<file path="config.mk">
export PLATFORM = sky130hd
export DESIGN_NAME = io_load_queue
export DESIGN_NICKNAME = d
export VERILOG_FILES = /design/src/rtl/io_load_queue.sv
export SDC_FILE = /design/constraint.sdc
export NUM_CORES = 1
export LEC_CHECK = 0
export ABC_AREA = 1
export BUFFER_PORTS_ARGS = -buffer_cell sky130_fd_sc_hd__buf_2
export CELL_PAD_IN_SITES_DETAIL_PLACEMENT = 1
export CELL_PAD_IN_SITES_GLOBAL_PLACEMENT = 2
export CORE_AREA = 2 2 247 249
export DETAILED_ROUTE_END_ITERATION = 7
export DIE_AREA = 0 0 249 251
export GPL_TIMING_DRIVEN = 1
export PLACE_DENSITY_LB_ADDON = 0.05
export SYNTH_ARGS = -nofsm -noshare
export SYNTH_HDL_FRONTEND = slang
export SYNTH_SLANG_ARGS = --single-unit
</file>
<file path="constraint.sdc">
create_clock -name clock -period 3.13 [get_ports clock]
set_input_delay 0.4695 -clock clock [delete_from_list [all_inputs] [get_ports clock]]
set_output_delay 0.4695 -clock clock [all_outputs]
set_load 0.01 [all_outputs]
</file>
<file path="src/rtl/io_load_queue.sv">
// io_load_queue: in-order tracker for outstanding data-SRAM accesses, aligning load data and retiring to WB.
// Optional feature macro IO_LOAD_QUEUE_BYPASS_EN: a head-load response drives wb_* in its own cycle.
module io_load_queue #(
   parameter int unsigned DEPTH          = 4,
   parameter int unsigned REG_ADDR_WIDTH = 5,
   parameter int unsigned PC_WIDTH       = 32
) (
   input  logic                      clock,
   input  logic                      reset,
   input  logic                      issue_valid,
   output logic                      issue_ready,
   input  logic                      issue_is_store,
   input  logic [1:0]                issue_size,
   input  logic                      issue_unsigned,
   input  logic                      issue_left,
   input  logic                      issue_right,
   input  logic [1:0]                issue_addr_low,
   input  logic [REG_ADDR_WIDTH-1:0] issue_dest,
   input  logic [PC_WIDTH-1:0]       issue_pc,
   input  logic                      flush,
   input  logic                      data_ram_data_ready,
   input  logic [31:0]               data_ram_read_data,
   output logic                      wb_valid,
   input  logic                      wb_ready,
   output logic [PC_WIDTH-1:0]       wb_program_count,
   output logic [REG_ADDR_WIDTH-1:0] wb_register,
   output logic [3:0]                wb_strobe,
   output logic [31:0]               wb_data,
   output logic [$clog2(DEPTH):0]    outstanding_count,
   output logic                      resp_orphan
);

   localparam int unsigned PW = $clog2(DEPTH);
   localparam int unsigned CW = PW + 1;

   typedef enum logic [1:0] {FREE, PENDING, DONE, KILLED} entry_state_t;

   typedef struct packed {
      logic                      is_store;
      logic [1:0]                size;
      logic                      is_unsigned;
      logic                      left;
      logic                      right;
      logic [1:0]                addr_low;
      logic [REG_ADDR_WIDTH-1:0] dest;
      logic [PC_WIDTH-1:0]       pc;
   } meta_t;

   entry_state_t   state   [DEPTH];
   entry_state_t   state_n [DEPTH];
   meta_t          meta    [DEPTH];
   logic [31:0]    data    [DEPTH];
   logic [3:0]     strb    [DEPTH];

   logic [PW-1:0]  head, head_n, resp, resp_n, tail, tail_n;
   logic [CW-1:0]  count, count_n;
   logic           orphan_n;
   logic           alloc, fill, bypass;

   meta_t          rm;
   logic [7:0]     lane_byte;
   logic [15:0]    lane_half;
   logic [31:0]    ext_data;
   logic [3:0]     ext_strobe;

   assign issue_ready       = (count < CW'(DEPTH));
   assign outstanding_count = count;

   // Data extraction for the entry awaiting the current response.
   always_comb begin
      rm         = meta[resp];
      lane_byte  = data_ram_read_data[{rm.addr_low, 3'b000} +: 8];
      lane_half  = rm.addr_low[1] ? data_ram_read_data[31:16] : data_ram_read_data[15:0];
      ext_data   = data_ram_read_data;
      ext_strobe = 4'b1111;
      if (rm.left) begin
         ext_data   = data_ram_read_data << {2'd3 - rm.addr_low, 3'b000};
         ext_strobe = 4'b1111 << (2'd3 - rm.addr_low);
      end else if (rm.right) begin
         ext_data   = data_ram_read_data >> {rm.addr_low, 3'b000};
         ext_strobe = 4'b1111 >> rm.addr_low;
      end else begin
         case (rm.size)
            2'd0:    ext_data = {{24{!rm.is_unsigned & lane_byte[7]}}, lane_byte};
            2'd1:    ext_data = {{16{!rm.is_unsigned & lane_half[15]}}, lane_half};
            default: ext_data = data_ram_read_data;
         endcase
      end
   end

`ifdef IO_LOAD_QUEUE_BYPASS_EN
   assign bypass = data_ram_data_ready && !flush && (state[resp] == PENDING) &&
                   (head == resp) && !meta[resp].is_store;
`else
   assign bypass = 1'b0;
`endif

   always_comb begin
      for (int unsigned i = 0; i < DEPTH; i++) state_n[i] = state[i];
      head_n   = head;
      resp_n   = resp;
      tail_n   = tail;
      orphan_n = resp_orphan;
      alloc    = 1'b0;
      fill     = 1'b0;

      if (flush) begin
         for (int unsigned i = 0; i < DEPTH; i++) begin
            if (state[i] == DONE)         state_n[i] = FREE;
            else if (state[i] == PENDING) state_n[i] = KILLED;
         end
      end else if (state[head] == DONE && (meta[head].is_store || wb_ready)) begin
         state_n[head] = FREE;
         head_n        = head + 1'b1;
      end

      // Killed entries always sit at head==resp, so freeing one drags head along.
      if (data_ram_data_ready) begin
         if (state[resp] == PENDING || state[resp] == KILLED) begin
            resp_n = resp + 1'b1;
            if (state[resp] == KILLED || flush) begin
               state_n[resp] = FREE;
               if (head == resp) head_n = resp_n;
            end else if (bypass && wb_ready) begin
               state_n[resp] = FREE;
               head_n        = resp_n;
            end else begin
               state_n[resp] = DONE;
               fill          = 1'b1;
            end
         end else begin
            orphan_n = 1'b1;
         end
      end

      if (flush) begin
         head_n = resp_n;
      end else if (issue_valid && issue_ready) begin
         state_n[tail] = PENDING;
         tail_n        = tail + 1'b1;
         alloc         = 1'b1;
      end

      count_n = '0;
      for (int unsigned i = 0; i < DEPTH; i++)
         if (state_n[i] != FREE) count_n = count_n + 1'b1;
   end

   always_ff @(posedge clock or negedge reset) begin
      if (!reset) begin
         for (int unsigned i = 0; i < DEPTH; i++) begin
            state[i] <= FREE;
            meta[i]  <= '0;
            data[i]  <= '0;
            strb[i]  <= '0;
         end
         head        <= '0;
         resp        <= '0;
         tail        <= '0;
         count       <= '0;
         resp_orphan <= 1'b0;
      end else begin
         for (int unsigned i = 0; i < DEPTH; i++) state[i] <= state_n[i];
         head        <= head_n;
         resp        <= resp_n;
         tail        <= tail_n;
         count       <= count_n;
         resp_orphan <= orphan_n;
         if (alloc) begin
            meta[tail] <= '{is_store: issue_is_store, size: issue_size,
                            is_unsigned: issue_unsigned, left: issue_left,
                            right: issue_right, addr_low: issue_addr_low,
                            dest: issue_dest, pc: issue_pc};
         end
         if (fill) begin
            data[resp] <= ext_data;
            strb[resp] <= ext_strobe;
         end
      end
   end

   always_comb begin
      wb_valid         = (state[head] == DONE && !meta[head].is_store) || bypass;
      wb_program_count = '0;
      wb_register      = '0;
      wb_strobe        = '0;
      wb_data          = '0;
      if (wb_valid) begin
         wb_program_count = meta[head].pc;
         wb_register      = meta[head].dest;
         wb_strobe        = bypass ? ext_strobe : strb[head];
         wb_data          = bypass ? ext_data   : data[head];
      end
   end

endmodule
</file>
# Yosys cells after proc, flatten, opt, wreduce, memory -nomap -nowiden
# Cells that the tools add are included.
# classes
magnitude_cmp	7
add_sub_neg	7
n_eq_ne	13
bitwise	17
n_mux	75
n_reduce_logical	18
n_shift	5
# op_table
op	count
$mux 32	7
$bmux 45 s2	2
$bwmux 180	1
$mux 45	3
$bwmux 128	1
$demux 45 s2	1
$mux 44	2
$bmux 32 s2	1
$demux 32 s2	1
$pmux 32 s2	1
$mux 8	7
$mux 2	23
$shiftx 32x6->8	1
$shl 32x5->32	1
$shr 32x5->32	1
$mux 4	6
$and 8x8->8	2
$bwmux 16	1
$mux 16	1
$not 8->8	2
$demux 2 s2	3
$eq 2x1->1 const B	6
$eq 2x2->1 const B	6
$add 3x1->3 const B	3
other kinds (26)	59
# totals
reg_bits	342
output_inout_bits	79
in_bits	83

# Logic depth before layout (Yosys ltp)
# Gate-level depths: netlist (run 1).
# depth
depth_word	24
depth_mapped	23

# Worst setup path after synthesis (run 1)
# OpenSTA, ideal clock, no wires.
# synth_timing
path_type	register to register
startpoint	register head[0]
endpoint	register count[2] (netlist: outstanding_count[2])
arrival_ns	2.650
period_less_slack_ns	2.774
setup_ns	0.123
n_path_buf	4
path_stages_with_launch	21
setup_slack_ns	0.356
cell_sequence	dfrtp_1 -> buf_2 -> inv_2 -> buf_2 -> buf_2 -> clkbuf_1 -> ha_1 -> nand2_1 -> o2111ai_1 -> nand2_1 -> nor2_1 -> inv_1 -> ha_1 -> inv_1 -> nand2_1 -> and2_1 -> ha_1 -> inv_1 -> nor2_1 -> o21ai_0 -> nand2_1
# synth_via
elab_chain_len	24
# synth_lines
element	line	rtl
start: declaration	55	logic [PW-1:0] head, head_n, resp, resp_n, tail, tail_n;
start signal: assignment	164	head <= head_n;
$not 2->3 (implied by the code) (*)	112, 113	
$ge 3x3->1 (implied by the code) / $lt 3x1->1 (equally long branches)	113	state_n[head] = FREE;
$logic_and 1x1->1 (implied by the code)	113	
$mux 2 (implied by the code)	113	
$demux 2 s2	113	
$not 8->8 (no source line)	n/a	
$and 8x8->8 (no source line)	n/a	
$mux 8 (*)	112	end else if (state[head] == DONE && (meta[head].is_store || wb_ready)) begin
[... 9 more ...]	n/a	
$mux 1	146	if (state_n[i] != FREE) count_n = count_n + 1'b1;
$add 3x1->3	146	
$mux 3	146	
$add 3x1->3	146	
$mux 3	146	
$add 3x1->3	146	
$mux 3 (*)	146	
via count_n[2]	56	logic [CW-1:0] count, count_n;
end signal: assignment	167	count <= count_n;
end: declaration	56	
# The timed path passes the listed nets; every way through them passes the cells marked *. The select of a mux whose other input is x is not followed.
# A chain may end at the register's enable or synchronous reset.

# Worst setup path in the final report (run 1)
# layout_timing
startpoint	register head[0]
endpoint	output wb_data[26]
# layout_via
elab_chain_len	7
# layout_lines
element	line	rtl
$not 2->3 (implied by the code) (*)	183, 192	
$bmux 2 s2 / $bmux 45 s2 (equally long branches)	183	wb_valid = (state[head] == DONE && !meta[head].is_store) || bypass;
$mux 2 (implied by the code) / $mux 45 (equally long branches) (2 in series)	n/a	
$eq 2x2->1 / $logic_not 1->1 (equally long branches)	183	
$logic_and 1x1->1	183	
$mux 32 (*)	188	if (wb_valid) begin
end: declaration	28	output logic [31:0] wb_data,
# Mark *: on every way between the ends. The rest lies on a longest branch, timed or not. The select of a mux whose other input is x is not followed.

==> results of run 1 <==
-- placed cells by master, fill, tap and decap left out, drive strengths merged, types with 2 or more instances in the layout --
master | synthesis | routed
nand2 | 725 | 725
o21ai | 400 | 400
nor2 | 365 | 365
dfrtp | 342 | 342
buf | 64 | 214
inv | 129 | 129
a21oi | 106 | 106
nand3 | 94 | 94
clkbuf | 91 | 71
a31oi | 37 | 37
ha | 15 | 15
or2 | 13 | 13
o211ai | 9 | 9
clkinv | 1 | 6
xor2 | 4 | 4
a22oi | 4 | 4
o21a | 4 | 4
a21boi | 3 | 3
nor3 | 2 | 2
-- cell usage after synthesis, types with 5 or more instances --
cell and count:
inv_2 14, o21ai_1 6, nor2_1 356, buf_1 18
buf_2 25, nand2_2 19, buf_6 13, nand2_1 701
a31oi_1 37, nand3_1 89, clkbuf_1 91, or2_2 6
buf_4 8, dfrtp_1 342, nand2_4 5, ha_1 15
o211ai_1 9, a21oi_1 105, inv_1 114, o21ai_0 394
-- metal layers --
metal / vias to the layer above / global-route usage (%) / share of wire [%]
li1: 7995 / - / -
met4: 2 / 7.12 / 3.1
met3: 89 / 2.37 / 2.6
met2: 206 / 38.1 / 50
met1: 8044 / 26.8 / 45
met5: - / 0 / 0.011
-- what timing repair did --
action	CTS	global route
buffers inserted	0	2
pin swaps	0	1
endpoints found under the setup margin	27	6
hold buffers	1	0
hold endpoints to repair	62	0
resized for setup	2	5
-- cells by family after synthesis --
kind of cell / count (synthesis) / share of synthesized area (%)
buf+inv: 285 / 6.90
xor+xnor: 4 / 0.196
compound gates: 567 / 16.6
flops: 342 / 47.9
mux: 1 / 0.0561
simple gates: 1201 / 27.2
fa+ha+maj: 15 / 1.05
-- worst max-delay path: stages (launching register included) --
cell and delay, ns:
dfrtp_4 0.54, inv_4 0.11, nand3b_1 0.09, nand3_1 0.07, nand2_1 0.06, inv_2 0.09
nand2_4 0.06, buf_4 0.30, a21oi_1 0.43, buf_2 0.22
-- report_power, final --
group          switching (mW)  internal [mW]
Combinational            9.80           4.11
Sequential               1.04           6.42
Clock                    1.97           2.86
Total                    12.8           13.4
-- state kept, by name (all words and copies together), names as in the netlist --
name / count
data: 128
head: 2
meta: 180
outstanding_count: 3
resp: 2
resp_orphan: 1
state: 8
strb: 16
tail: 2
-- final cells by class --
class	instances	area (um2)	share of cell area, %
flip-flops and latches	342	8570	41.2
multi-input cells	1788	8100	38.9
clock buffers	70	1320	6.33
repair buffers	216	1320	6.33
well taps	782	978	4.70
inverters	130	494	2.37
clock inverters	6	36.3	0.174
-- worst max path at each step --
stage	from	end	slack, ns	cells after the start
2_1_floorplan	head[0]$_DFF_PN0_	outstanding_count[2]$_DFF_PN0_	0.36	20
3_3_place_gp	head[0]$_DFF_PN0_	outstanding_count[2]$_DFF_PN0_	0.22	19
3_5_place_dp	head[0]$_DFF_PN0_	outstanding_count[2]$_DFF_PN0_	0.14	21
4_1_cts	head[0]$_DFF_PN0_	wb_data[4]	0.03	5
5_1_grt	head[0]$_DFF_PN0_	wb_data[18]	0.005	9
6_report	head[0]$_DFF_PN0_	wb_data[26]	0.10	9
-- through the flow --
stage | std cells | util [%] | hold slack, ns | setup slack (ns) | instance area (um2)
after global placement | 3255 | 32.5 | 0.448 | 0.216 | 19400
after CTS | 3332 | 34.8 | 0.188 | 0.0256 | 20800
final | 3334 | 34.8 | 0.222 | 0.103 | 20800
after detailed placement | 3255 | 32.5 | 0.458 | 0.142 | 19400
after global routing | 3334 | 34.8 | 0.224 | 0.00529 | 20800
after floorplan | 2415 | - | 0.174 | 0.356 | 17900
==> results.py, run 1 <==
metrics = {
    "setup_path": {
        "critPathKind": "reg -> out",
        "arrival_ns": 2.56,
        "cp.required_ns": 2.66,
        "r2r-start": "head[0]$_DFF_PN0_",
        "regToRegEndpoint": "outstanding_count[2]$_DFF_PN0_",
        "end_kind": "output pin",
        "r2r_cells": 17,
        "r2r_slack_ns": 0.28,
        "startpoint_type": "flip-flop",
        "worstPathMaxFanout": 35,
    },
    "route": {
        "vias": 16336,
        "ant_nets": 0,
        "drt_first_pass_iters": 5,
        "via_per_inst": 4.90,
        "wl_per_cell_um": 20.0,
        "drt_iter0_drc": 711,
        "drc": 0,
        "wl_mm": 66.6,
    },
    "cts": {
        "numCtsBuffers": 43,
        "clockBufferDepth": 3,
        "cts_root_buffer": "clkbuf_16",
        "cts.sinks": 342,
        "cts_tree": "done",
        "clock_latency_ns": 0.57,
        "clkTransAtPathRegs_ns": 0.06,
        "h-tree-depth": 2,
    },
    "global_route": {
        "grt_antenna_before_repair": 1,
        "overflow": 0,
        "grt_pass1_vias": 17322,
        "grt_pass1_wl_mm": 103,
        "grt_max_degree": 92,
        "grt_use_total_pct": 21.3,
    },
    "yosys": {
        "synth_nets": 2513,
        "synth_area_mm2": 0.0179,
        "yosysSeqAreaShare_pct": 47.9,
        "synthFlopType": "dfrtp_1",
        "ys_top_cells_by_area": "dfrtp_1, nand2_1, o21ai_0, nor2_1, a21oi_1",
        "synth_area_per_cell_um2": 7.39,
        "netlist.area_leader.share_pct": 47.9,
        "async_flop_share_pct": 100,
        "ys_warn_count": 0,
        "synth_edf_count": 0,
        "synth_cell_types": 43,
        "synth_top_area_cell": "dfrtp_1",
        "ys_seq_elements": 342,
        "netlist_instances": 2415,
    },
    "cells_and_area": {
        "drive_above_1_share_pct": 13.8,
        "final_nets": 2619,
        "fill_cells": 7361,
        "syn_to_final_growth_pct": 16.5,
        "antenna_cells": 0,
    },
    "die": {
        "core_area_mm2": 0.0598,
        "die_y_um": 251,
        "initial_core_util_pct": 29.9,
        "die_x_um": 249,
        "die_area_mm2": 0.0625,
        "num_rows": 90,
        "io_pins": 162,
    },
    "timing": {
        "clock.fmax_mhz": 330,
        "setup_viol": 0,
        "timing.final.crit_share_pct": 96.7,
        "setup_tns_ns": 0,
        "slew_headroom_pct": 33.3,
        "slew_violations": 0,
        "worstMarginPinSlew_ns": 1.00,
        "grt_setup_unrepaired": "false",
        "final-hold-violation-count": 0,
        "finalClockSkew_ns": 0.0178,
        "min_period_ns": 3.03,
    },
    "pwr": {
        "ir_drop_uv": 457,
        "p_per_area_mw_per_mm2": 1260,
        "power.leakage_nw": 10.4,
        "power_mw": 26.2,
    },
    "placed_design": {
        "post-dp-hpwl_mm": 42.3,
        "gp_congestion": 0.795,
        "portBuffers": 161,
    },
    "flow_run": {
        "maxCapViolCount": 0,
    },
    "min_path": {
        "min_to": "meta[49]$_DFFE_PN0P_",
        "hp-start": "issue_pc[4]",
        "hold_depth": 3,
        "hold_path.class": "in -> reg",
    },
    "run_status": {
        "outcome": "completed",
    },
}
No activity file was read; power rests on OpenSTA's default activity.
==> inputs of run 2 (changes only) <==
--- a/config.mk
+++ b/config.mk
@@ -7,8 +7,6 @@
 export LEC_CHECK = 0
 export ABC_AREA = 1
 export BUFFER_PORTS_ARGS = -buffer_cell sky130_fd_sc_hd__buf_2
-export CELL_PAD_IN_SITES_DETAIL_PLACEMENT = 1
-export CELL_PAD_IN_SITES_GLOBAL_PLACEMENT = 2
 export CORE_AREA = 2 2 247 249
 export DETAILED_ROUTE_END_ITERATION = 7
 export DIE_AREA = 0 0 249 251
==> run 2 against run 1 <==
  * Sequential share of layout area about the same
  * Global-route usage shrank 1.4 points
  * Total power down 2.1%
  * Setup slack got worse by 0.028 ns
  * Final area barely moved
  * Clock skew shrank 0.0067 ns
  * Final cell count shrank 0.24%
  * Sequential power is essentially flat
  * Clock-buffer cell count decreased by 3
==> results.py, run 2 (same netlist as run 1, synthesis figures left out) <==
metrics = {
    "run_status": {
        "outcome": "completed",
    },
    "route": {
        "wl_per_cell_um": 18.8,
        "vias": 16189,
        "drt_first_pass_iters": 5,
        "via_per_inst": 4.87,
        "drc": 0,
        "ant_nets": 0,
        "drt_iter0_drc": 1126,
        "wl_mm": 62.4,
    },
    "pwr": {
        "switching_share_pct": 48.0,
        "p_int_mw": 13.3,
        "p_clk_share_pct": 18.7,
        "power.leakage_nw": 10.4,
        "ir_drop_uv": 566,
        "p_per_area_mw_per_mm2": 1230,
        "power_frac_seq_pct": 29.0,
        "p_sw_mw": 12.3,
        "comb_power_share_pct": 52.3,
    },
    "placed_design": {
        "gp_congestion": 0.861,
        "portBuffers": 161,
        "post-dp-hpwl_mm": 38.2,
    },
    "cells_and_area": {
        "syn_to_final_growth_pct": 16.6,
        "regArea_mm2": 0.00857,
        "regMostFlops": "meta",
        "largest_reg_flops": 180,
        "layout_commonest_cell": "nand2_1",
        "final_nets": 2612,
        "fin_util_pct": 34.8,
        "largestRegisters": "meta: 180 flops, data: 128 flops, strb: 16 flops",
        "multi_input_area_mm2": 0.00814,
        "layout_common_cells": "nand2_1, o21ai_0, nor2_1",
        "drive_above_1_share_pct": 13.8,
        "fill_cells": 6438,
    },
    "setup_path": {
        "max_stage_delay_ns": 0.54,
        "cp.required_ns": 2.66,
        "r2r-start": "head[0]$_DFF_PN0_",
        "cp_slowest_cell": "dfrtp_4",
        "startpoint_type": "flip-flop",
        "arrival_ns": 2.59,
        "r2r_slack_ns": 0.29,
        "end_kind": "output pin",
        "r2r_cells": 21,
        "critPathTopFamily": "buffers and inverters",
        "regToRegEndpoint": "outstanding_count[2]$_DFF_PN0_",
        "critPathKind": "reg -> out",
        "path_cells": "inv_6 > buf_16 > o21ai_0 > a21oi_1 > buf_2",
        "worstPathMaxFanout": 118,
        "critPathBufInv": 3,
    },
    "global_route": {
        "grt_antenna_before_repair": 4,
        "grt_max_degree": 118,
        "overflow": 0,
        "grt_busiest_layer": "met2",
        "grt_use_met3_pct": 3.32,
        "grt_use_total_pct": 19.9,
        "gr-usage-met2_pct": 32.8,
        "grt_use_met1_pct": 27.0,
        "grt_pass1_wl_mm": 97.6,
        "grt_pass1_vias": 16173,
    },
    "min_path": {
        "hold_depth": 3,
        "hp-start": "issue_valid",
        "hold_path.class": "in -> reg",
        "min_to": "tail[0]$_DFFE_PN0P_",
    },
    "cts": {
        "numCtsBuffers": 43,
        "clock_latency_ns": 0.57,
        "cts_root_buffer": "clkbuf_16",
        "h-tree-depth": 2,
        "cts_tree": "done",
        "clockBufferDepth": 3,
        "cts.sinks": 342,
        "clkTransAtPathRegs_ns": 0.06,
    },
    "timing": {
        "grt_setup_unrepaired": "true",
        "setup_viol": 0,
        "timing.final.crit_share_pct": 97.6,
        "min_period_ns": 3.06,
        "final-hold-violation-count": 0,
        "worstMarginPinSlew_ns": 1.03,
        "slew_violations": 0,
        "clock.fmax_mhz": 327,
        "hold_ws_ns": 0.201,
        "slew_headroom_pct": 31.4,
        "finalClockSkew_ns": 0.0111,
    },
    "die": {
        "die_x_um": 249,
        "initial_core_util_pct": 29.9,
        "die_y_um": 251,
        "num_rows": 90,
        "core_area_mm2": 0.0598,
        "io_pins": 162,
        "die_area_mm2": 0.0625,
    },
    "flow_run": {
        "maxCapViolCount": 0,
    },
}
==> run 2: changes by cell type in the layout (fill, tap and decap cells not counted), sizes merged <==
cell    previous run  this run
clkbuf            71        67
diode              0         1
buf              214       208
clkinv             6         7
==> run 2: timing repair <==
action | CTS | global route
setup endpoints to repair | 5 | 12
resized for setup | 5 | 11
setup buffers | 0 | 3
hold buffers | 1 | 0
hold endpoints to repair | 54 | 0
==> run 2: cell type report <==
class                           instances  area share [%]
Multi-Input combinational cell       1788            39.1
Antenna cell                            1          0.0120
Inverter                              130            2.38
Sequential cell                       342            41.1
Clock inverter                          7           0.252
Clock buffer                           67            6.18
Timing Repair Buffer                  209            6.29
Tap cell                              782            4.70
==> run 2: worst max-delay path by stage <==
stage                                           to  depth (start not counted)               from
floorplan           outstanding_count[2]$_DFF_PN0_                         20  head[0]$_DFF_PN0_
global placement    outstanding_count[2]$_DFF_PN0_                         19  head[0]$_DFF_PN0_
detailed placement  outstanding_count[2]$_DFF_PN0_                         21  head[0]$_DFF_PN0_
CTS                                    wb_data[21]                          5  head[0]$_DFF_PN0_
global route                  wb_program_count[29]                          9  head[0]$_DFF_PN0_
finish                                 wb_data[21]                          5  head[0]$_DFF_PN0_
==> run 2: metal layers <==
layer / wire length (um) / vias to the layer above / share of wire (%)
met4: 1530 / 6 / 2.4
met5: 35 / - / 0.056
met3: 2630 / 93 / 4.2
li1: - / 7972 / -
met2: 28900 / 328 / 46
met1: 29300 / 7790 / 47
==> run 2: power by group through the flow <==
stage	Combinational [mW]	Sequential [mW]	Clock, mW
final	13.4	7.44	4.80
after global routing	15.2	7.68	5.15
after CTS	13.5	7.43	4.99
after detailed placement	13.4	7.48	0
after global placement	13.3	7.46	0
after floorplan	9.18	7.21	0
==> run 2: worst register-to-register path: cells and delay by family, from the launching register on <==
family | cells | cell delay, ns
AOI/OAI and AO/OA | 2 | 0.18
adders and majority gates | 2 | 0.39
buffers and inverters | 4 | 0.32
DFF | 1 | 0.54
and+or+nand+nor | 13 | 1.31
==> run 2: metrics by stage <==
step	power (mW)	worst slack (ns)	area, um2	std cells	setup TNS, ns
finish	25.6	0.0749	20800	3326	0
global route	28.0	-0.00994	20800	3325	-0.0269
CTS	25.9	0.0245	20800	3322	0
detailed placement	20.8	0.229	19400	3247	0
global placement	20.8	0.263	19400	3247	0
floorplan	16.4	0.356	17900	2415	0
